### src/rtl/mem_access_unit.sv
// Load/store front-end for a 32-bit byte-addressable block RAM with a one-deep response register.
// Define MEM_ACCESS_STATS_EN to add per-class counters of accepted requests.
module mem_access_unit #(
  parameter int DEPTH = 512
) (
  input  logic                          i_clk,
  input  logic                          i_rst,
  input  logic                          i_req_valid,
  output logic                          o_req_ready,
  input  logic [31:0]                   i_req_addr,
  input  logic                          i_req_we,
  input  logic [1:0]                    i_req_size,
  input  logic                          i_req_unsigned,
  input  logic [31:0]                   i_req_wdata,
  output logic                          o_rsp_valid,
  input  logic                          i_rsp_ready,
  output logic [31:0]                   o_rsp_rdata,
  output logic                          o_rsp_err,
  output logic [$clog2(DEPTH)-1:0]      o_mem_addr,
  output logic [31:0]                   o_mem_wdata,
  output logic                          o_mem_we,
  output logic [2:0]                    o_mem_subaddr,
  input  logic [31:0]                   i_mem_rdata
`ifdef MEM_ACCESS_STATS_EN
  ,
  output logic [31:0]                   o_stat_loads,
  output logic [31:0]                   o_stat_stores,
  output logic [31:0]                   o_stat_errs
`endif
);

  localparam int ADDR_WIDTH = $clog2(DEPTH);

  typedef enum logic [1:0] {
    SZ_BYTE = 2'd0,
    SZ_HALF = 2'd1,
    SZ_WORD = 2'd2,
    SZ_ILL  = 2'd3
  } size_e;

  logic                  pending_q, pending_d;
  logic                  is_load_q, is_load_d;
  logic                  err_q, err_d;
  logic [1:0]            offset_q, offset_d;
  size_e                 size_q, size_d;
  logic                  unsigned_q, unsigned_d;
  logic [ADDR_WIDTH-1:0] addr_q, addr_d;

  size_e                 req_size;
  logic                  accept;
  logic                  req_err;
  logic [31:0]           shifted;

  assign req_size    = size_e'(i_req_size);
  assign o_req_ready = !i_rst && (!pending_q || i_rsp_ready);
  assign accept      = i_req_valid && o_req_ready;

  always_comb begin
    req_err = 1'b0;
    unique case (req_size)
      SZ_HALF: req_err = i_req_addr[0];
      SZ_WORD: req_err = |i_req_addr[1:0];
      SZ_ILL:  req_err = 1'b1;
      default: req_err = 1'b0;
    endcase
    if (|i_req_addr[31:ADDR_WIDTH+2]) req_err = 1'b1;
  end

  // RAM side: the address follows the request only in the accept cycle so a stalled
  // response keeps the RAM output (and thus o_rsp_rdata) stable.
  always_comb begin
    // NOTE: every combinational output gets a default first so no path infers a latch.
    o_mem_addr    = addr_q;
    o_mem_we      = 1'b0;
    o_mem_subaddr = 3'd0;
    o_mem_wdata   = i_req_wdata;
    if (accept) begin
      o_mem_addr = i_req_addr[ADDR_WIDTH+1:2];
      o_mem_we   = i_req_we && !req_err;
      unique case (req_size)
        SZ_BYTE: begin
          o_mem_subaddr = {1'b1, i_req_addr[1:0]};
          o_mem_wdata   = {4{i_req_wdata[7:0]}};
        end
        SZ_HALF: begin
          o_mem_subaddr = {2'b01, i_req_addr[1]};
          o_mem_wdata   = {2{i_req_wdata[15:0]}};
        end
        SZ_WORD: o_mem_subaddr = 3'd1;
        default: o_mem_subaddr = 3'd0;
      endcase
    end
  end

  always_comb begin
    pending_d  = pending_q;
    is_load_d  = is_load_q;
    err_d      = err_q;
    offset_d   = offset_q;
    size_d     = size_q;
    unsigned_d = unsigned_q;
    addr_d     = addr_q;
    if (accept) begin
      pending_d  = 1'b1;
      is_load_d  = !i_req_we;
      err_d      = req_err;
      offset_d   = i_req_addr[1:0];
      size_d     = req_size;
      unsigned_d = i_req_unsigned;
      addr_d     = i_req_addr[ADDR_WIDTH+1:2];
    end else if (pending_q && i_rsp_ready) begin
      pending_d = 1'b0;
    end
  end

  always_ff @(posedge i_clk) begin
    // NOTE: sequential state uses non-blocking assignments so all registers update together.
    if (i_rst) begin
      pending_q  <= 1'b0;
      is_load_q  <= 1'b0;
      err_q      <= 1'b0;
      offset_q   <= 2'd0;
      size_q     <= SZ_BYTE;
      unsigned_q <= 1'b0;
      addr_q     <= '0;
    end else begin
      pending_q  <= pending_d;
      is_load_q  <= is_load_d;
      err_q      <= err_d;
      offset_q   <= offset_d;
      size_q     <= size_d;
      unsigned_q <= unsigned_d;
      addr_q     <= addr_d;
    end
  end

  // Load data: shift the addressed lane down, then truncate and extend.
  assign shifted = i_mem_rdata >> {offset_q, 3'b000};

  assign o_rsp_valid = pending_q;
  assign o_rsp_err   = pending_q && err_q;

  always_comb begin
    o_rsp_rdata = 32'd0;
    if (pending_q && is_load_q && !err_q) begin
      unique case (size_q)
        SZ_BYTE: o_rsp_rdata = {{24{shifted[7] & ~unsigned_q}}, shifted[7:0]};
        SZ_HALF: o_rsp_rdata = {{16{shifted[15] & ~unsigned_q}}, shifted[15:0]};
        default: o_rsp_rdata = shifted;
      endcase
    end
  end

`ifdef MEM_ACCESS_STATS_EN
  logic [31:0] loads_q, loads_d;
  logic [31:0] stores_q, stores_d;
  logic [31:0] errs_q, errs_d;

  always_comb begin
    loads_d  = loads_q;
    stores_d = stores_q;
    errs_d   = errs_q;
    if (accept) begin
      if (req_err)       errs_d   = errs_q + 32'd1;
      else if (i_req_we) stores_d = stores_q + 32'd1;
      else               loads_d  = loads_q + 32'd1;
    end
  end

  always_ff @(posedge i_clk) begin
    if (i_rst) begin
      loads_q  <= 32'd0;
      stores_q <= 32'd0;
      errs_q   <= 32'd0;
    end else begin
      loads_q  <= loads_d;
      stores_q <= stores_d;
      errs_q   <= errs_d;
    end
  end

  assign o_stat_loads  = loads_q;
  assign o_stat_stores = stores_q;
  assign o_stat_errs   = errs_q;
`endif

endmodule

### config.mk
export PLATFORM = sky130hd
export DESIGN_NAME = mem_access_unit
export DESIGN_NICKNAME = d
export VERILOG_FILES = /design/src/rtl/mem_access_unit.sv
export SDC_FILE = /design/constraint.sdc
export NUM_CORES = 1
export LEC_CHECK = 0
export CAP_MARGIN = 20
export CORE_MARGIN = 2
export CORE_UTILIZATION = 29
export DETAILED_ROUTE_END_ITERATION = 8
export PLACE_DENSITY = 0.79
export SKIP_LAST_GASP = 1
export SLEW_MARGIN = 25
export SYNTH_ARGS = -nofsm -noshare
export SYNTH_HDL_FRONTEND = slang
export SYNTH_SLANG_ARGS = --single-unit
### constraint.sdc
create_clock -name i_clk -period 1.6 [get_ports i_clk]
set_clock_uncertainty 0.05 [all_clocks]
set_input_delay 0.16 -clock i_clk [delete_from_list [all_inputs] [get_ports i_clk]]
set_output_delay 0.16 -clock i_clk [all_outputs]
set_load 0.05 [all_outputs]
### After elaboration in Yosys (flattened, before gate mapping)

Index checks and enable logic that the tools add are counted.

| word-level totals | value |
|---|---|
| memory bits (read-only) | 0 |
| output and inout port bits | 80 |
| bits of input ports | 104 |
| memories kept | 0 |
| bits in writable memories | 0 |
| latch bits | 0 |
| word-level logic and storage cells | 45 |
| bits in registers | 17 |

| cells by class | value |
|---|---|
| shift-type cells | 1 |
| reduce and logical (&&, ||, !) cells | 18 |
| order comparisons | 0 |
| equal/unequal tests | 4 |
| multiply operators | 0 |
| muxes and demuxes | 12 |
| div/mod/pow operators | 0 |
| bitwise logic cells | 3 |
| add/sub/neg operators | 0 |

Operator list:

| operator | number |
|---|---|
| $pmux W32 S2 | 2 |
| $mux W32 | 2 |
| $shr A32 B5 Y32 | 1 |
| $reduce_or A21 Y1 | 1 |
| $mux W9 | 1 |
| $pmux W3 S3 | 1 |
| $logic_and A1 B1 Y1 | 7 |
| $logic_not A1 Y1 | 5 |
| $eq A2 B1 Y1 const B | 2 |
| $eq A2 B2 Y1 const B | 2 |
| $logic_not A2 Y1 | 2 |
| $mux W1 | 4 |
| $mux W3 | 1 |
| $pmux W1 S3 | 1 |
| $and A1 B1 Y1 | 2 |
| $reduce_bool A2 Y1 | 1 |
| $reduce_or A2 Y1 | 1 |
| $logic_or A1 B1 Y1 | 1 |
| $not A1 Y1 | 1 |

### Depth between registers and ports, before layout

| depth | value |
|---|---|
| word-level depth | 6 |
| mapped depth | 6 |
| mapped depth without buffers | 4 |

### Worst setup path after synthesis

OpenSTA, ideal clock, no wires.

| path | value |
|---|---|
| path kind | register to output |
| start | register pending_q (netlist: o_rsp_valid) |
| end | output port o_rsp_rdata[18] |
| slack | -1.116 ns |
| stages on the path, launching flop included | 5 |
| data arrival time | 2.506 ns |
| cell sequence | dfxtp_1 -> nand3b_4 -> or3b_1 -> buf_2 -> o21ai_0 |

| on the way | value |
|---|---|
| word-level cells in the longest chain between the ends | 3 |

Ends and longest elaborated chain:

| item | RTL line | source |
|---|---|---|
| start, declared | 41 | `logic pending_q, pending_d;` |
| start signal, assigned | 127 | `pending_q <= pending_d;` |
| $logic_and A1 B1 Y1 (2 in series) | 145 | `if (pending_q && is_load_q && !err_q) begin` |
| $mux W32 | 145 |  |
| end, declared | 17 | `output logic [31:0] o_rsp_rdata,` |

Every way passes these cells.

### Worst setup path after layout

| path | value |
|---|---|
| start | register offset_q[0] |
| end | output port o_rsp_rdata[27] |

| on the way | value |
|---|---|
| word-level cells in the longest chain between the ends | 4 |
| elaborated cells between the ends (all ways) | 5 |

Ends and longest elaborated chain:

| item | RTL line | source |
|---|---|---|
| start, declared | 44 | `logic [1:0] offset_q, offset_d;` |
| start signal, assigned | 130 | `offset_q <= offset_d;` |
| $shr A32 B5 Y32 * | 138 | `assign shifted = i_mem_rdata >> {offset_q, 3'b000};` |
| $and A1 B1 Y1 (on tied branches) | 148, 147 |  |
| $pmux W32 S2 * | 146 | `unique case (size_q)` |
| $mux W32 * | 145 |  |

Mark *: on every way between the ends. The rest lies on a longest branch, timed or not.

==> impl_metrics.tcl <==
set metrics [dict create \
    final_instance_count_excl_fillers 579 \
    post_layout_minimum_cycle_time_ps 2110 \
    post-place-cells 547 \
    cp.buffers_inverters 1 \
    final_antenna_diode_count 0 \
    ant_nets 0 \
    peak_freq_mhz 475 \
    grt_start_max_net_pins 22 \
    placed_cell_area_mm2 0.00503 \
    die_h_um 87.6 \
    reg2regPathDepth 7 \
    timing.slew.headroom_pct 71.3 \
    failed_checks "setup timing" \
    cpLargestDelayFamily "multiplexers" \
    globalRouteMet2Util_pct 65.9 \
    crit_chain "mux2_4, mux2_4, o211a_4, a21o_4, buf_8" \
    num_rows 30 \
    final_critical_path_setup_slack_ps -506 \
    timing.critical_path.slowest_cell_delay_ps 380 \
    rrSetupSlack_ps 40 \
    netlist_area_mm2 0.00203 \
    p_leak_nw 2.65 \
    syn-num-nets 343 \
    peakVddDrop_mv 0.647 \
    initial_core_util_pct 29.8 \
    most_common_cell_after_layout_fill_and_taps_aside "sky130_fd_sc_hd__clkdlybuf4s50_1" \
    detail_route.first_pass.iterations 4 \
    dieWidth_um 87.6 \
    drc 0 \
    clock_power_share_pct 12.9 \
    fraction_of_layout_cells_with_a_size_suffix_above_1_pct 59.6 \
    sequential_element_share_of_the_synthesized_area_pct 16.8 \
    final.period_utilization_pct 132 \
    n_fill_cell 300 \
    min-delay-path-class "in2reg" \
    multi_input_area_mm2 0.00216 \
    tritoncts "yes" \
    final-hold-violation-count 0 \
    synth-seq-cells 17 \
    synthToLayoutAreaGrowth_pct 196 \
    cts_htree_levels 1 \
    antenna_found_initial 0 \
    timing.rr.end "addr_q[2]" \
    arr_time_crit_path_ps 1900 \
    routed_wl_um 13800 \
    final_gp_congestion 0.873 \
    stdcell_area_mm2 0.00600 \
    port_buffers 183 \
    criticalPathCategory "reg2out" \
    run_status "complete, but fails checks" \
    final_net_count 588 \
    clock_tree.root_cell "sky130_fd_sc_hd__clkbuf_8" \
    grt_util_all_layers_pct 33.5 \
    timing.critical_path.from_type "flop" \
    clkSlewWorstSetupHoldPaths_ps 70 \
    utilization_pct 88.3 \
    crit_path_top_delay_cell "sky130_fd_sc_hd__dfxtp_4" \
    internal_power_mw 1.57 \
    synth_cell_types 39 \
    worstPathRequired_ps 1390 \
    tightestPinTransition_ps 431 \
    clk_path_buf_depth 2 \
    cell_seen_most_often_among_critical_path_stages "sky130_fd_sc_hd__mux2_4" \
    setup_violations 69 \
    synth.yosys.warnings 0 \
    dpl.hpwl_um 7900 \
    fp.coreArea_mm2 0.00679 \
    worst_setup_path_end_kind "output pin" \
    ctsHoldBuffers 0 \
    p_switching_mw 1.07 \
    cts.sinks 17 \
    sw_frac_of_total_pct 40.5 \
    crit_cells 5 \
    maxSlewViolCount 0 \
    worstSetupEndpoint "o_rsp_rdata[27]" \
    number_of_top_level_design_ports 184 \
    worst_setup_path_startpoint "offset_q[0]" \
    tritoncts.num_buffers 3 \
    rsz0062_at_grt "true" \
    rr_startpoint "o_rsp_valid" \
    synthCells 239 \
    grt_first_pass_wirelength_um 19300 \
    crit_path_max_fanout 8 \
    final_cell_mix "77 x sky130_fd_sc_hd__clkdlybuf4s50_1, 55 x sky130_fd_sc_hd__buf_4, 51 x sky130_fd_sc_hd__buf_12" \
    gr-total-overflow 0 \
    place_ws_ps -601 \
    vias_in_the_first_global_route 3422 \
    floorplan.die_area_mm2 0.00767 \
    combPwrFrac_pct 69.2 \
    drt-wirelength-per-cell_um 23.8 \
    initialDrtViolationCount 131 \
    gr-usage-met3_pct 9.43 \
    grt_busiest_layer "met2" \
    syn_area_per_cell_um2 8.48 \
    sequentialPowerShare_pct 17.9 \
    max_cap_viols 0 \
    regArea_um2 349 \
    globalRouteMet1Util_pct 32.3 \
    p_per_area_mw_per_mm2 439 \
    vias_per_cell 5.36 \
    clock_latency_ps 260 \
    detailroute.via_count 3102 \
]
[power by group through the flow]
stage	Combinational [mW]	Sequential (mW)	Clock [mW]
global route	1.87	0.472	0.363
detailed placement	1.51	0.476	0
floorplan	0.764	0.475	0
finish	1.82	0.471	0.340
global placement	1.48	0.474	0
CTS	1.73	0.467	0.336
[state kept, by name (all words and copies together) (netlist names)]
register,count
size_q,2
err_q,1
o_rsp_valid,1
addr_q,9
offset_q,2
unsigned_q,1
is_load_q,1
[worst register-to-register path: stages, from the launching register on]
cell and delay [ps]:
sky130_fd_sc_hd__dfxtp_4 390, sky130_fd_sc_hd__nand2b_4 90, sky130_fd_sc_hd__nand2_8 80, sky130_fd_sc_hd__buf_6 140, sky130_fd_sc_hd__buf_8 130, sky130_fd_sc_hd__mux2_4 330
sky130_fd_sc_hd__buf_6 130, sky130_fd_sc_hd__nor2b_4 120
[cell type report]
| type | instances | share of cell area, % |
|---|---|---|
| clock buffers | 3 | 0.688 |
| flip-flops and latches | 17 | 5.82 |
| clock inverters | 1 | 0.0834 |
| repair buffers | 266 | 55.5 |
| multi-input cells | 196 | 35.9 |
| well taps | 96 | 2.00 |
[per-layer routing]
layer  part of all wire, %  vias up  wire length, µm
met5                     0        -                0
met3                   7.9       39             1090
met1                    35     1486             4790
met2                    54      224             7450
met4                   3.3        0              457
li1                      -     1353                -
[per-stage QoR]
step | hold WS, ps | setup TNS [ps] | total power [mW]
finish | 284 | -26680 | 2.63
detailed placement | 448 | -25880 | 1.98
CTS | 224 | -26800 | 2.53
floorplan | 206 | -9980 | 1.24
global placement | 439 | -24130 | 1.95
global route | 308 | -29570 | 2.71
[synth_stat cells, drive strengths merged]
| library cell | instances | share of area, % |
|---|---|---|
| a211oi | 16 | 5.9 |
| a21o | 8 | 3.0 |
| a21oi | 11 | 2.7 |
| a311oi | 1 | 0.74 |
| and2 | 10 | 3.1 |
| buf | 20 | 6.4 |
| clkbuf | 6 | 1.1 |
| dfxtp | 17 | 17 |
| mux2 | 45 | 26 |
| mux2i | 16 | 7.9 |
| nand2 | 12 | 2.6 |
| nand2b | 3 | 0.93 |
| nand3b | 4 | 2.1 |
| nand4 | 1 | 0.31 |
| nor2 | 17 | 3.9 |
| nor2b | 19 | 6.0 |
| nor3 | 3 | 1.3 |
| nor4 | 5 | 1.5 |
| o211a | 1 | 0.86 |
| o211ai | 2 | 0.99 |
| o21a | 1 | 0.37 |
| o21ai | 15 | 3.7 |
| o22a | 1 | 0.43 |
| o31a | 1 | 0.43 |
| or2 | 2 | 0.62 |
| or3 | 1 | 0.31 |
| or3b | 1 | 0.43 |
[repair_timing]
item | 4_1_cts | 5_1_grt
cloned | 5 | 1
gates resized for setup | 123 | 66
endpoints found under the setup margin | 69 | 76
pin swaps | 24 | 19
setup buffers | 27 | 7
[worst min-delay path by stage]
stage / start / to / cells past startpoint
global placement: size_q[0] / size_q[0] / 2
CTS: i_req_valid / o_rsp_valid / 3
floorplan: i_req_we / is_load_q / 1
detailed placement: size_q[0] / size_q[0] / 2
global route: i_req_size[0] / size_q[0] / 4
finish: i_req_size[0] / size_q[0] / 4
[logic make-up (layout without fill, tap and decap cells)]
group	Yosys count	count (layout)	synth area share, %
flops	17	17	16.8
compound gates	57	57	19.1
buf+inv	26	270	7.47
simple gates	78	78	23.1
mux	61	61	33.5
Power figures use the tool's default switching activity.
